`config.mk`:
```
export PLATFORM = sky130hd
export DESIGN_NAME = ram_w_ctrl_flat
export DESIGN_NICKNAME = d
export VERILOG_FILES = /design/src/rtl/ram_w_ctrl_pkg.sv /design/src/rtl/ram_w_ctrl_if.sv /design/src/rtl/ram_w_ctrl_addr_gen.sv /design/src/rtl/ram_w_ctrl.sv /design/src/flat_wrapper.sv
export SDC_FILE = /design/constraint.sdc
export NUM_CORES = 1
export LEC_CHECK = 0
export CELL_PAD_IN_SITES_DETAIL_PLACEMENT = 1
export CELL_PAD_IN_SITES_GLOBAL_PLACEMENT = 2
export CORE_ASPECT_RATIO = 0.5
export CORE_MARGIN = 2
export CORE_UTILIZATION = 20
export DETAILED_ROUTE_END_ITERATION = 16
export GPL_ROUTABILITY_DRIVEN = 0
export PLACE_DENSITY_LB_ADDON = 0.1
export SLEW_MARGIN = 30
export SYNTH_ARGS = -nofsm -noshare
export SYNTH_HDL_FRONTEND = slang
export SYNTH_SLANG_ARGS = --single-unit
export TNS_END_PERCENT = 10
```
`constraint.sdc`:
```
create_clock -name clk -period 2.1 [get_ports clk]
set_clock_uncertainty 0.2 [all_clocks]
set_input_delay 0.315 -clock clk [delete_from_list [all_inputs] [get_ports clk]]
set_output_delay 0.315 -clock clk [all_outputs]
set_load 0.02 [all_outputs]
```
`src/rtl/ram_w_ctrl_pkg.sv`:
```
// Shared definitions for the burst RAM controller: default geometry,
// FSM state encoding and burst-direction constants.
`ifndef ADDR_SIZE
`define ADDR_SIZE 4
`endif
`ifndef DATA_WIDTH
`define DATA_WIDTH 8
`endif
`ifndef MEM_LENGTH
`define MEM_LENGTH 16
`endif

package ram_w_ctrl_pkg;

    localparam int CFG_ADDR_W = `ADDR_SIZE;
    localparam int CFG_DATA_W = `DATA_WIDTH;
    localparam int CFG_DEPTH  = `MEM_LENGTH;

    typedef enum logic [1:0] {
        ST_IDLE  = 2'd0,
        ST_WRITE = 2'd1,
        ST_READ  = 2'd2,
        ST_DRAIN = 2'd3
    } state_t;

    localparam logic DIR_READ  = 1'b0;
    localparam logic DIR_WRITE = 1'b1;

endpackage

```
`src/rtl/ram_w_ctrl_if.sv`:
```
// Command / write-stream / read-stream bundle between a burst requester
// (master) and the RAM burst controller (slave).
interface ram_w_ctrl_if #(
    parameter int ADDR_W = `ADDR_SIZE,
    parameter int DATA_W = `DATA_WIDTH
);
    logic              cmd_valid;
    logic              cmd_ready;
    logic              cmd_wr;
    logic [ADDR_W-1:0] cmd_base;
    logic [ADDR_W:0]   cmd_len;
    logic              wr_valid;
    logic              wr_ready;
    logic [DATA_W-1:0] wr_data;
    logic              rd_valid;
    logic [DATA_W-1:0] rd_data;
    logic              rd_last;
    logic              done;
    logic              busy;

    modport master (
        output cmd_valid, cmd_wr, cmd_base, cmd_len, wr_valid, wr_data,
        input  cmd_ready, wr_ready, rd_valid, rd_data, rd_last, done, busy
    );

    modport slave (
        input  cmd_valid, cmd_wr, cmd_base, cmd_len, wr_valid, wr_data,
        output cmd_ready, wr_ready, rd_valid, rd_data, rd_last, done, busy
    );
endinterface

```
`src/rtl/ram_w_ctrl_addr_gen.sv`:
```
// Burst address generator: loads a start address and word count, then on
// each step advances the address modulo DEPTH and counts beats. 'last' is
// high while the current beat is the final one of the burst.
module ram_w_ctrl_addr_gen #(
    parameter int ADDR_W = `ADDR_SIZE,
    parameter int DEPTH  = `MEM_LENGTH
) (
    input  logic              clk,
    input  logic              rst,
    input  logic              load,
    input  logic              step,
    input  logic [ADDR_W-1:0] base,
    input  logic [ADDR_W:0]   len,
    output logic [ADDR_W-1:0] addr,
    output logic              last
);

    localparam logic [ADDR_W-1:0] LAST_ADDR = ADDR_W'(DEPTH - 1);

    // Beat counter is one bit wider than the address so a burst of
    // 2**ADDR_W words (or more, with wrapping) still compares cleanly.
    logic [ADDR_W:0] count;
    logic [ADDR_W:0] len_q;

    // Address / beat counter: load on command accept, advance on each beat.
    always_ff @(posedge clk or posedge rst) begin
        if (rst) begin
            addr  <= '0;
            count <= '0;
            len_q <= '0;
        end else if (load) begin
            addr  <= base;
            count <= '0;
            len_q <= len;
        end else if (step) begin
            addr  <= (addr == LAST_ADDR) ? '0 : addr + ADDR_W'(1);
            count <= count + (ADDR_W + 1)'(1);
        end
    end

    assign last = ((count + (ADDR_W + 1)'(1)) == len_q);

endmodule

```
`src/rtl/ram_w_ctrl.sv`:
```
// Burst controller for a single-port RAM with a one-cycle registered read.
// Accepts write or read burst commands, streams write data straight into
// the RAM, issues back-to-back reads and returns read data one cycle later.
// The RAM itself lives outside; the ram_* ports connect to it.
module ram_w_ctrl
    import ram_w_ctrl_pkg::*;
#(
    parameter int ADDR_W = `ADDR_SIZE,
    parameter int DATA_W = `DATA_WIDTH,
    parameter int DEPTH  = `MEM_LENGTH
) (
    input  logic              clk,
    input  logic              rst,
    ram_w_ctrl_if.slave       bus,
    output logic              ram_ena,
    output logic              ram_wea,
    output logic [ADDR_W-1:0] ram_addra,
    output logic [DATA_W-1:0] ram_dina,
    input  logic [DATA_W-1:0] ram_douta
);

    state_t            state;
    state_t            state_nx;
    logic              load;
    logic              step;
    logic              last;
    logic              done_set;
    logic              issue_rd;
    logic              ready;
    logic              wready;
    logic              done_p1;
    logic              vld_p1;
    logic [ADDR_W-1:0] addr;

    ram_w_ctrl_addr_gen #(
        .ADDR_W (ADDR_W),
        .DEPTH  (DEPTH)
    ) u_addr_gen (
        .clk  (clk),
        .rst  (rst),
        .load (load),
        .step (step),
        .base (bus.cmd_base),
        .len  (bus.cmd_len),
        .addr (addr),
        .last (last)
    );

    // State register.
    always_ff @(posedge clk or posedge rst) begin
        if (rst) begin
            state <= ST_IDLE;
        end else begin
            state <= state_nx;
        end
    end

    // Write-burst completion pulse and read-data valid, both one cycle late.
    always_ff @(posedge clk or posedge rst) begin
        if (rst) begin
            done_p1 <= 1'b0;
            vld_p1  <= 1'b0;
        end else begin
            done_p1 <= done_set;
            vld_p1  <= issue_rd;
        end
    end

    // Next-state logic and per-cycle RAM strobes.
    always_comb begin
        state_nx = state;
        load     = 1'b0;
        step     = 1'b0;
        done_set = 1'b0;
        issue_rd = 1'b0;
        ready    = 1'b0;
        wready   = 1'b0;
        ram_ena  = 1'b0;
        ram_wea  = 1'b0;
        case (state)
            ST_IDLE: begin
                // Holding off while done is pulsing keeps bursts strictly
                // sequential: a new command lands the cycle after done.
                ready = ~done_p1 & ~rst;
                if (bus.cmd_valid && ready) begin
                    if (bus.cmd_len == '0) begin
                        done_set = 1'b1;
                    end else begin
                        load     = 1'b1;
                        state_nx = (bus.cmd_wr == DIR_WRITE) ? ST_WRITE : ST_READ;
                    end
                end
            end
            ST_WRITE: begin
                wready = 1'b1;
                if (bus.wr_valid) begin
                    ram_ena = 1'b1;
                    ram_wea = 1'b1;
                    step    = 1'b1;
                    if (last) begin
                        done_set = 1'b1;
                        state_nx = ST_IDLE;
                    end
                end
            end
            ST_READ: begin
                ram_ena  = 1'b1;
                issue_rd = 1'b1;
                step     = 1'b1;
                if (last) begin
                    state_nx = ST_DRAIN;
                end
            end
            ST_DRAIN: begin
                state_nx = ST_IDLE;
            end
            default: begin
                state_nx = ST_IDLE;
            end
        endcase
    end

    assign ram_addra     = ram_ena ? addr : '0;
    assign ram_dina      = ram_wea ? bus.wr_data : '0;

    assign bus.cmd_ready = ready;
    assign bus.wr_ready  = wready;
    assign bus.rd_valid  = vld_p1;
    assign bus.rd_data   = vld_p1 ? ram_douta : '0;
    assign bus.rd_last   = (state == ST_DRAIN);
    assign bus.done      = done_p1 | (state == ST_DRAIN);
    assign bus.busy      = (state != ST_IDLE);

endmodule

```
`src/flat_wrapper.sv`:
```
// flat-port wrapper written by rule: the top's interface ports become plain ports
module ram_w_ctrl_flat import ram_w_ctrl_pkg::*;
#(
    parameter int ADDR_W = `ADDR_SIZE,
    parameter int DATA_W = `DATA_WIDTH,
    parameter int DEPTH  = `MEM_LENGTH
)
  (clk, rst, ram_ena, ram_wea, ram_addra, ram_dina, ram_douta, bus_cmd_valid, bus_cmd_wr, bus_cmd_base, bus_cmd_len, bus_wr_valid, bus_wr_data, bus_cmd_ready, bus_wr_ready, bus_rd_valid, bus_rd_data, bus_rd_last, bus_done, bus_busy);
  ram_w_ctrl_if #(.ADDR_W(ADDR_W), .DATA_W(DATA_W)) bus_i ();
  input  logic clk;
  input  logic rst;
  output logic ram_ena;
  output logic ram_wea;
  output logic [ADDR_W-1:0] ram_addra;
  output logic [DATA_W-1:0] ram_dina;
  input  logic [DATA_W-1:0] ram_douta;
  input wire logic [$bits(bus_i.cmd_valid)-1:0] bus_cmd_valid;
  input wire logic [$bits(bus_i.cmd_wr)-1:0] bus_cmd_wr;
  input wire logic [$bits(bus_i.cmd_base)-1:0] bus_cmd_base;
  input wire logic [$bits(bus_i.cmd_len)-1:0] bus_cmd_len;
  input wire logic [$bits(bus_i.wr_valid)-1:0] bus_wr_valid;
  input wire logic [$bits(bus_i.wr_data)-1:0] bus_wr_data;
  output wire logic [$bits(bus_i.cmd_ready)-1:0] bus_cmd_ready;
  output wire logic [$bits(bus_i.wr_ready)-1:0] bus_wr_ready;
  output wire logic [$bits(bus_i.rd_valid)-1:0] bus_rd_valid;
  output wire logic [$bits(bus_i.rd_data)-1:0] bus_rd_data;
  output wire logic [$bits(bus_i.rd_last)-1:0] bus_rd_last;
  output wire logic [$bits(bus_i.done)-1:0] bus_done;
  output wire logic [$bits(bus_i.busy)-1:0] bus_busy;
  assign bus_i.cmd_valid = bus_cmd_valid;
  assign bus_i.cmd_wr = bus_cmd_wr;
  assign bus_i.cmd_base = bus_cmd_base;
  assign bus_i.cmd_len = bus_cmd_len;
  assign bus_i.wr_valid = bus_wr_valid;
  assign bus_i.wr_data = bus_wr_data;
  assign bus_cmd_ready = bus_i.cmd_ready;
  assign bus_wr_ready = bus_i.wr_ready;
  assign bus_rd_valid = bus_i.rd_valid;
  assign bus_rd_data = bus_i.rd_data;
  assign bus_rd_last = bus_i.rd_last;
  assign bus_done = bus_i.done;
  assign bus_busy = bus_i.busy;
  ram_w_ctrl #(.ADDR_W(ADDR_W), .DATA_W(DATA_W), .DEPTH(DEPTH)) u_core (.clk(clk), .rst(rst), .bus(bus_i), .ram_ena(ram_ena), .ram_wea(ram_wea), .ram_addra(ram_addra), .ram_dina(ram_dina), .ram_douta(ram_douta));
endmodule
```
# Yosys cells after proc, flatten, opt, wreduce, memory -nomap -nowiden
# Cells that the tools add are included.
# classes
add_sub_neg,2
n_eq_ne,10
muxes,29
n_bitwise,4
reduce_logical,6
# op_table
op,count
$mux 4,4
$mux 8,2
$mux 1,12
$mux 2,6
$mux 5,2
$pmux 2 s4,1
$ne 2x1->1 const B,3
$add 5x1->5 const B,1
$eq 5x5->1,1
$logic_not 5->1,1
$reduce_and 5->1,1
$add 4x1->4 const B,1
$eq 2x2->1 const B,2
$eq 4x4->1 const B,1
$ne 2x2->1 const B,2
$pmux 1 s2,2
$reduce_bool 2->1,2
$eq 2x1->1 const B,1
$logic_not 2->1,1
$not 1->1,2
$and 1x1->1,1
$logic_and 1x1->1,1
$or 1x1->1,1
# word_totals
reg_bits,18
inputBits,30
out_inout_bits,28

# Longest topological paths before layout
# Gate-level depths: netlist (run 1).
# depth
ltp_word,6
depth_mapped,8

# Cells and area by module
# Synthesis (run 1) repeated with hierarchy kept, for this count alone.
# unflattened
hier_cells,118
area_unflattened_um2,1149.9
# by_module_without_submodules
mod,instances,cells_per_inst,area_each_um2,seq_area_each_um2
ram_w_ctrl_addr_gen,1,66,733.2,350.3
ram_w_ctrl,1,52,416.6,100.1

# Least setup slack after synthesis (run 1)
# No wires, ideal clock.
# synth_timing
path_kind,register to output
startpoint,reg u_core.state[1]
endpoint,out ram_addra[0]
arrival_ns,1.827
required_ns,1.585
setup_slack_ns,-0.242
path_stages_with_launch,7
path_buffers,1
path_cell_list,dfrtp_1 inv_1 ha_1 and2_1 o21a_1 buf_2 and2_1
# synth_via
elab_chain_cells,3
word_cells_on_any_way,4
classes_between,eq/ne (2); mux (2)
# synth_rtl
item,line,rtl
from (decl),ram_w_ctrl.sv:22,state_t state;
from (signal assigned),ram_w_ctrl.sv:54,state <= state_nx;
$eq 2x2->1 or $eq 2x1->1 (tied branches),ram_w_ctrl.sv:80,case (state)
$pmux 1 s2 (*),ram_w_ctrl.sv:80,
named net ram_ena,flat_wrapper.sv:12,output logic ram_ena;
$mux 4 (*),ram_w_ctrl.sv:123,assign ram_addra = ram_ena ? addr : '0;
to (decl),flat_wrapper.sv:14,output logic [ADDR_W-1:0] ram_addra;
# The timed path passes the listed nets; every way through them passes the cells marked *.

# Worst setup path in the final report (run 1)
# layout_timing
startpoint,reg u_core.state[1]
endpoint,reg u_core.state[1]
# layout_via
elab_chain_cells,3
word_cells_on_any_way,11
classes_between,eq/ne (8); mux (1); reduce/logical (2)
# layout_rtl
item,line
$eq 2x2->1 (tied with other cells),ram_w_ctrl.sv:80
$ne 2x1->1 (no line) or $ne 2x2->1 (tied branches),--
$reduce_and 5->1 (no line),--
# Parallel ways exist; a longest one is shown, timed or not.
# A chain may end at the register's enable or synchronous reset.

==> flow_metrics.py, run 1 <==
metrics = {
    "sta": {
        "rsz0062_at_grt": "yes",
        "slew_violations": 0,
        "fin_crit_ns": 2.12,
        "finalCritPeriodShare_pct": 101,
        "finalHoldViolations": 0,
        "worst_pin_slew_ns": 0.397,
        "setup_slack_ns": -0.0218,
        "setup_viol": 2,
        "fmax_mhz": 471,
        "finalSetupTns_ns": -0.0279,
        "relSlewSlack_pct": 73.2,
    },
    "grt": {
        "grt_pass1_vias": 1294,
        "grt_pass1_wl_um": 6290,
        "grtUsageTotal_pct": 11.9,
        "grt_max_degree": 19,
        "grt_overflow_total": 0,
        "antenna_found_initial": 0,
    },
    "routing": {
        "drt_iter0_drc": 29,
        "routed_wl_um": 3770,
        "wl_per_cell_um": 13.3,
        "avgViaCountPerCell": 4.30,
        "drcViolationCount": 0,
        "drtAntennaViolNets": 0,
        "vias": 1222,
        "first_pass_iters": 4,
    },
    "synthesis": {
        "syn_area_per_cell_um2": 8.88,
        "syn_area_mm2": 0.00120,
        "yosysSeqAreaShare_pct": 37.6,
        "synth-edff-count": 0,
        "synthFlopType": "dfrtp_1",
        "yosys_warnings": 0,
        "synth_top_area_share_pct": 37.6,
        "ys_top_cells_by_area": "dfrtp_1 (38%), and2_1 (6.8%), ha_1 (6.3%), nand2_1 (5.6%), and3_1 (5.2%)",
        "synth_cell_type_count": 34,
        "synth_commonest_cells": "dfrtp_1 (18), nand2_1 (18), and2_1 (13)",
        "synth_top_cell_by_area": "dfrtp_1",
        "ys_ff_latch": 18,
        "async_reset_ff_share_pct": 100,
        "syn-num-nets": 171,
        "synth_cells": 135,
    },
    "pwr": {
        "power.leakage_nw": 0.981,
        "ir_drop_mv": 0.483,
        "power_per_cell_area_mw_per_mm2": 1260,
    },
    "clocking": {
        "clockBufferDepth": 2,
        "cts_hold_buf": 0,
        "cts_sinks": 18,
        "cts_root_buf": "clkbuf_16",
        "cts_tree": "done",
        "htreeDepth": 1,
        "clock_insertion_delay_worst_skew_ns": 0.25,
        "numCtsBuffers": 3,
        "clk_pin_slew_ns": 0.05,
        "postCtsSetupRepairBufs": 0,
    },
    "cells_and_area": {
        "drive_gt1_share_pct": 20.4,
        "fin_area_mm2": 0.00205,
        "utilization_pct": 36.3,
        "areaGrowthSynthToFinish_pct": 70.7,
        "diodes": 0,
        "finalNetCount": 248,
        "fillers": 671,
    },
    "critical_path": {
        "path_cells": "buf_4 -> ha_1 -> buf_4 -> or2_2 -> a211oi_2 -> mux2_1",
        "cp_slowest_cell": "dfrtp_1",
        "end_kind": "register",
        "cp_data_arrival_time_ns": 2.05,
        "slowest_delay_ns": 0.37,
        "startpoint_type": "register",
        "crit_path_frequent_cell": "buf_4",
        "critPathMaxFanout": 4,
        "crit_type": "reg2reg",
        "worst_ep_required_time_ns": 2.03,
    },
    "placement": {
        "dp_hpwl_um": 3080,
        "io_buffers": 57,
        "place_area_mm2": 0.00200,
    },
    "die": {
        "core_mm2": 0.00563,
        "die_area_mm2": 0.00667,
        "die_w_um": 113,
        "floorplan.initialDensity_pct": 21.3,
        "die_h_um": 58.7,
        "rows": 19,
        "num_io_pins": 58,
    },
    "run_status": {
        "violations": "negative setup slack",
        "status": "complete, but fails checks",
    },
    "hold_path": {
        "hold_class": "in2async",
    },
    "run": {
        "drv_cap": 0,
    },
}
-- metal layers --
layer | routed length, µm | GRT usage (%) | vias to the layer above
met5 | 0 | 0 | -
met4 | 10 | 2.09 | 0
met3 | 221 | 2.99 | 2
met2 | 1660 | 19.8 | 38
met1 | 1880 | 16.2 | 569
li1 | - | - | 613
-- stage by stage --
| stage | hold WS [ns] | total power [W] | instances | setup WS (ns) |
|---|---|---|---|---|
| after floorplan | 0.0536 | 0.00153 | 135 | -0.0341 |
| after global placement | 0.290 | 0.00221 | 280 | -0.374 |
| after detailed placement | 0.300 | 0.00224 | 280 | -0.379 |
| after CTS | 0.277 | 0.00263 | 284 | -0.0502 |
| after global routing | 0.326 | 0.00280 | 284 | -0.147 |
| final | 0.268 | 0.00257 | 284 | -0.0218 |
-- logic make-up (layout without fill, tap and decap cells) --
kind of cell | after synthesis | after routing | share of synthesized area, %
and+or+nand+nor | 67 | 67 | 29.0
AOI/OAI and AO/OA | 19 | 19 | 11.9
DFF | 18 | 18 | 37.6
buffers and inverters | 10 | 86 | 3.34
xor gates and xnor gates | 9 | 9 | 6.58
adders and majority gates | 6 | 6 | 6.26
muxes | 6 | 6 | 5.32
-- report_power, final --
part	total [W]	leakage (nW)	switching [W]	internal, W
combinational	0.00151	0.710	0.000753	0.000756
clock	0.000426	0.0442	0.000136	0.000290
sequential	0.000638	0.227	0.000149	0.000489
total	0.00257	0.981	0.00104	0.00154
-- state kept, by name, summed over array words and instances, names as in the netlist --
signal                   count
u_core.state                 2
u_core.u_addr_gen.addr       4
u_core.u_addr_gen.len_q      5
u_core.u_addr_gen.count      5
u_core.bus.rd_valid          1
u_core.done_p1               1
-- cells in the final DEF, fill, tap and decap left out, types with 4 or more instances in the layout --
master	n
clkdlybuf4s15_1	6
nand2_1	18
and2_1	12
and3_1	10
nor2_1	11
buf_2	4
ha_1	5
inv_1	5
clkdlybuf4s50_1	39
clkbuf_2	5
dfrtp_1	18
xor2_1	6
buf_4	20
a21oi_1	4
-- final timing paths --
kind / from / end / slack, ns / cells after the start
min: rst / u_core.done_p1 / 0.27 / 3
max in group asynchronous: rst / u_core.u_addr_gen.count[1] / 1.22 / 3
min in group clk: u_core.u_addr_gen.len_q[1] / u_core.u_addr_gen.len_q[1] / 0.31 / 2
min reg2reg: u_core.u_addr_gen.len_q[1] / u_core.u_addr_gen.len_q[1] / 0.31 / 2
max reg2reg: u_core.state[1] / u_core.state[1] / -0.02 / 6
max: u_core.state[1] / u_core.state[1] / -0.02 / 6
-- area by class of cell --
cell class | count | area (µm²) | area share (%)
tap | 73 | 91.3 | 4.46
inverter | 5 | 18.8 | 0.917
timing repair buffer | 77 | 672 | 32.8
clock buffer | 4 | 88.8 | 4.34
sequential | 18 | 450 | 22.0
multi-input combinational | 107 | 724 | 35.4
-- critical path, delay by kind of cell (launching register included) --
family | cells | cell delay (ns)
adder cells (fa/ha/maj) | 1 | 0.20
AND/OR/NAND/NOR | 1 | 0.30
AO/OA/AOI/OAI | 1 | 0.28
flip-flops | 1 | 0.37
multiplexers | 1 | 0.36
buffers and inverters | 2 | 0.30
-- repair_timing --
action,in CTS,in global routing
endpoints found under the setup margin,20,18
pin swaps,3,0
gates resized for setup,34,14
Power figures use the tool's default switching activity.
==> run 2: changes to the inputs <==
- CORE_UTILIZATION: 20 -> 22
- clock period: 2.1 -> 2.2 ns (I/O delays scaled with it)
==> run 2 against run 1 <==
  * Non-clock buffer count grew 1
  * Sequential power shrank 3.8%
  * Largest cell class unchanged
  * Combinational power is essentially flat
  * The run now ends clean
  * Total power shrank 8.1%
  * Utilization grew 3.7 points
  * Via count grew 2.0%
==> flow_metrics.py, run 2 (synthesis gave the netlist of run 1 again) <==
metrics = {
    "sta": {
        "relSlewSlack_pct": 75.8,
        "worst_pin_slew_ns": 0.357,
        "finalHoldViolations": 0,
        "slew_violations": 0,
        "fin_crit_ns": 2.17,
        "setup_slack_ns": 0.0264,
        "finalCritPeriodShare_pct": 98.8,
        "setup_viol": 0,
        "fmax_mhz": 460,
        "hold_ws_ns": 0.261,
        "rsz0062_at_grt": "yes",
    },
    "pwr": {
        "power_per_cell_area_mw_per_mm2": 1160,
        "power.leakage_nw": 1.00,
        "ir_drop_mv": 0.402,
    },
    "cells_and_area": {
        "layout_commonest_cell": "clkdlybuf4s50_1",
        "drive_gt1_share_pct": 19.3,
        "mostFrequentLayoutCells": "clkdlybuf4s50_1 (39), buf_4 (21), nand2_1 (18), dfrtp_1 (18), dlygate4sd2_1 (13)",
        "top_regs": "u_core.u_addr_gen.count: 5 flops, u_core.u_addr_gen.len_q: 5 flops, u_core.u_addr_gen.addr: 4 flops",
        "finalNetCount": 249,
        "diodes": 0,
        "areaGrowthSynthToFinish_pct": 70.0,
    },
    "run_status": {
        "status": "finished clean",
    },
    "die": {
        "die_area_mm2": 0.00609,
        "die_w_um": 108,
        "floorplan.initialDensity_pct": 23.5,
        "core_mm2": 0.00509,
        "die_h_um": 56.2,
        "num_io_pins": 58,
        "rows": 18,
    },
    "critical_path": {
        "startpoint_type": "register",
        "worst_ep_required_time_ns": 2.14,
        "cp_top_family": "compound AO/OA/AOI/OAI gates",
        "reg2reg_slack_ns": 0.03,
        "crit_buf_inv": 0,
        "critPathMaxFanout": 2,
        "end_kind": "register",
        "crit_type": "reg2reg",
        "cp_slowest_cell": "dfrtp_1",
        "crit_path_frequent_cell": "a211oi_2",
        "cp_data_arrival_time_ns": 2.11,
        "slowest_delay_ns": 0.41,
        "path_cells": "ha_4 -> xor2_2 -> a211oi_2 -> o211ai_1 -> a211oi_2 -> mux2_1",
    },
    "routing": {
        "wl_per_cell_um": 13.3,
        "drtAntennaViolNets": 0,
        "routed_wl_um": 3740,
        "vias": 1246,
        "avgViaCountPerCell": 4.42,
        "first_pass_iters": 3,
        "drcViolationCount": 0,
        "drt_iter0_drc": 56,
    },
    "clocking": {
        "cts_root_buf": "clkbuf_8",
        "htreeDepth": 1,
        "cts_tree": "done",
        "cts_sinks": 18,
        "clockBufferDepth": 2,
        "clk_pin_slew_ns": 0.07,
        "numCtsBuffers": 3,
        "clock_insertion_delay_worst_skew_ns": 0.26,
    },
    "placement": {
        "dp_hpwl_um": 2990,
        "dpl_worst_slack_ns": -0.334,
        "io_buffers": 57,
    },
    "grt": {
        "antenna_found_initial": 0,
        "grt_max_degree": 19,
        "grt_pass1_vias": 1220,
        "grtUsageTotal_pct": 12.6,
        "grt_pass1_wl_um": 6030,
        "grt_overflow_total": 0,
    },
    "hold_path": {
        "hold_class": "in2async",
    },
    "run": {
        "drv_cap": 0,
    },
}
run 2: changes by cell type in the layout (fill, tap and decap cells not counted), sizes merged:
cell / previous run / this run
clkdlybuf4s15: 6 / 0
clkbuf: 9 / 5
dlygate4sd2: 3 / 13
buf: 24 / 25
run 2: repair_timing:
item                                    CTS  global route
hold buffers                              0             0
endpoints found under the setup margin   20             3
buffers inserted                          0             2
endpoints found under the hold margin     0             0
gates resized for setup                  32             5
pin swaps                                 1             5
run 2: tightest hold or removal path, delay by kind of cell:
kind / cells / cell delay (ns)
buffers and inverters: 3 / 0.77
run 2: final timing paths:
kind,cells after the start,endpoint,start
hold / removal,3,u_core.done_p1,rst
max in group asynchronous,3,u_core.u_addr_gen.len_q[4],rst
setup reg to reg,6,u_core.state[0],u_core.u_addr_gen.count[1]
hold reg to reg,2,u_core.u_addr_gen.len_q[4],u_core.u_addr_gen.len_q[4]
setup / recovery,6,u_core.state[0],u_core.u_addr_gen.count[1]
min in group clk,2,u_core.u_addr_gen.len_q[4],u_core.u_addr_gen.len_q[4]
run 2: area by class of cell:
class / count / area [µm²]
Fill cell: 607 / 3050
Multi-Input combinational cell: 107 / 739
Timing Repair Buffer: 78 / 687
Sequential cell: 18 / 450
Tap cell: 70 / 87.6
Clock buffer: 4 / 55.1
Inverter: 5 / 18.8
run 2: report_power, final:
group          internal, W  leakage [nW]  total, W  switching (W)
Clock             0.000159        0.0288  0.000274       0.000114
Sequential        0.000466         0.227  0.000614       0.000147
Combinational     0.000753         0.748   0.00148       0.000723
run 2: per-stage QoR:
stage | std cells | setup TNS, ns | total power (W) | cell area, µm² | utilization (%)
3_5_place_dp | 276 | -2.14 | 0.00212 | 1980 | 38.9
3_3_place_gp | 276 | -1.87 | 0.00209 | 1980 | 38.9
2_1_floorplan | 135 | 0 | 0.00146 | 1200 | -
5_1_grt | 282 | -0.168 | 0.00259 | 2040 | 40.0
6_report | 282 | 0 | 0.00236 | 2040 | 40.0
4_1_cts | 280 | 0 | 0.00236 | 2010 | 39.4
run 2: metal layers:
| layer | up-vias | wire length (µm) | global-route usage, % |
|---|---|---|---|
| li1 | 613 | - | - |
| met4 | 0 | 24 | 3.30 |
| met2 | 44 | 1560 | 19.9 |
| met5 | - | 0 | 0 |
| met3 | 2 | 338 | 4.45 |
| met1 | 587 | 1820 | 16.3 |
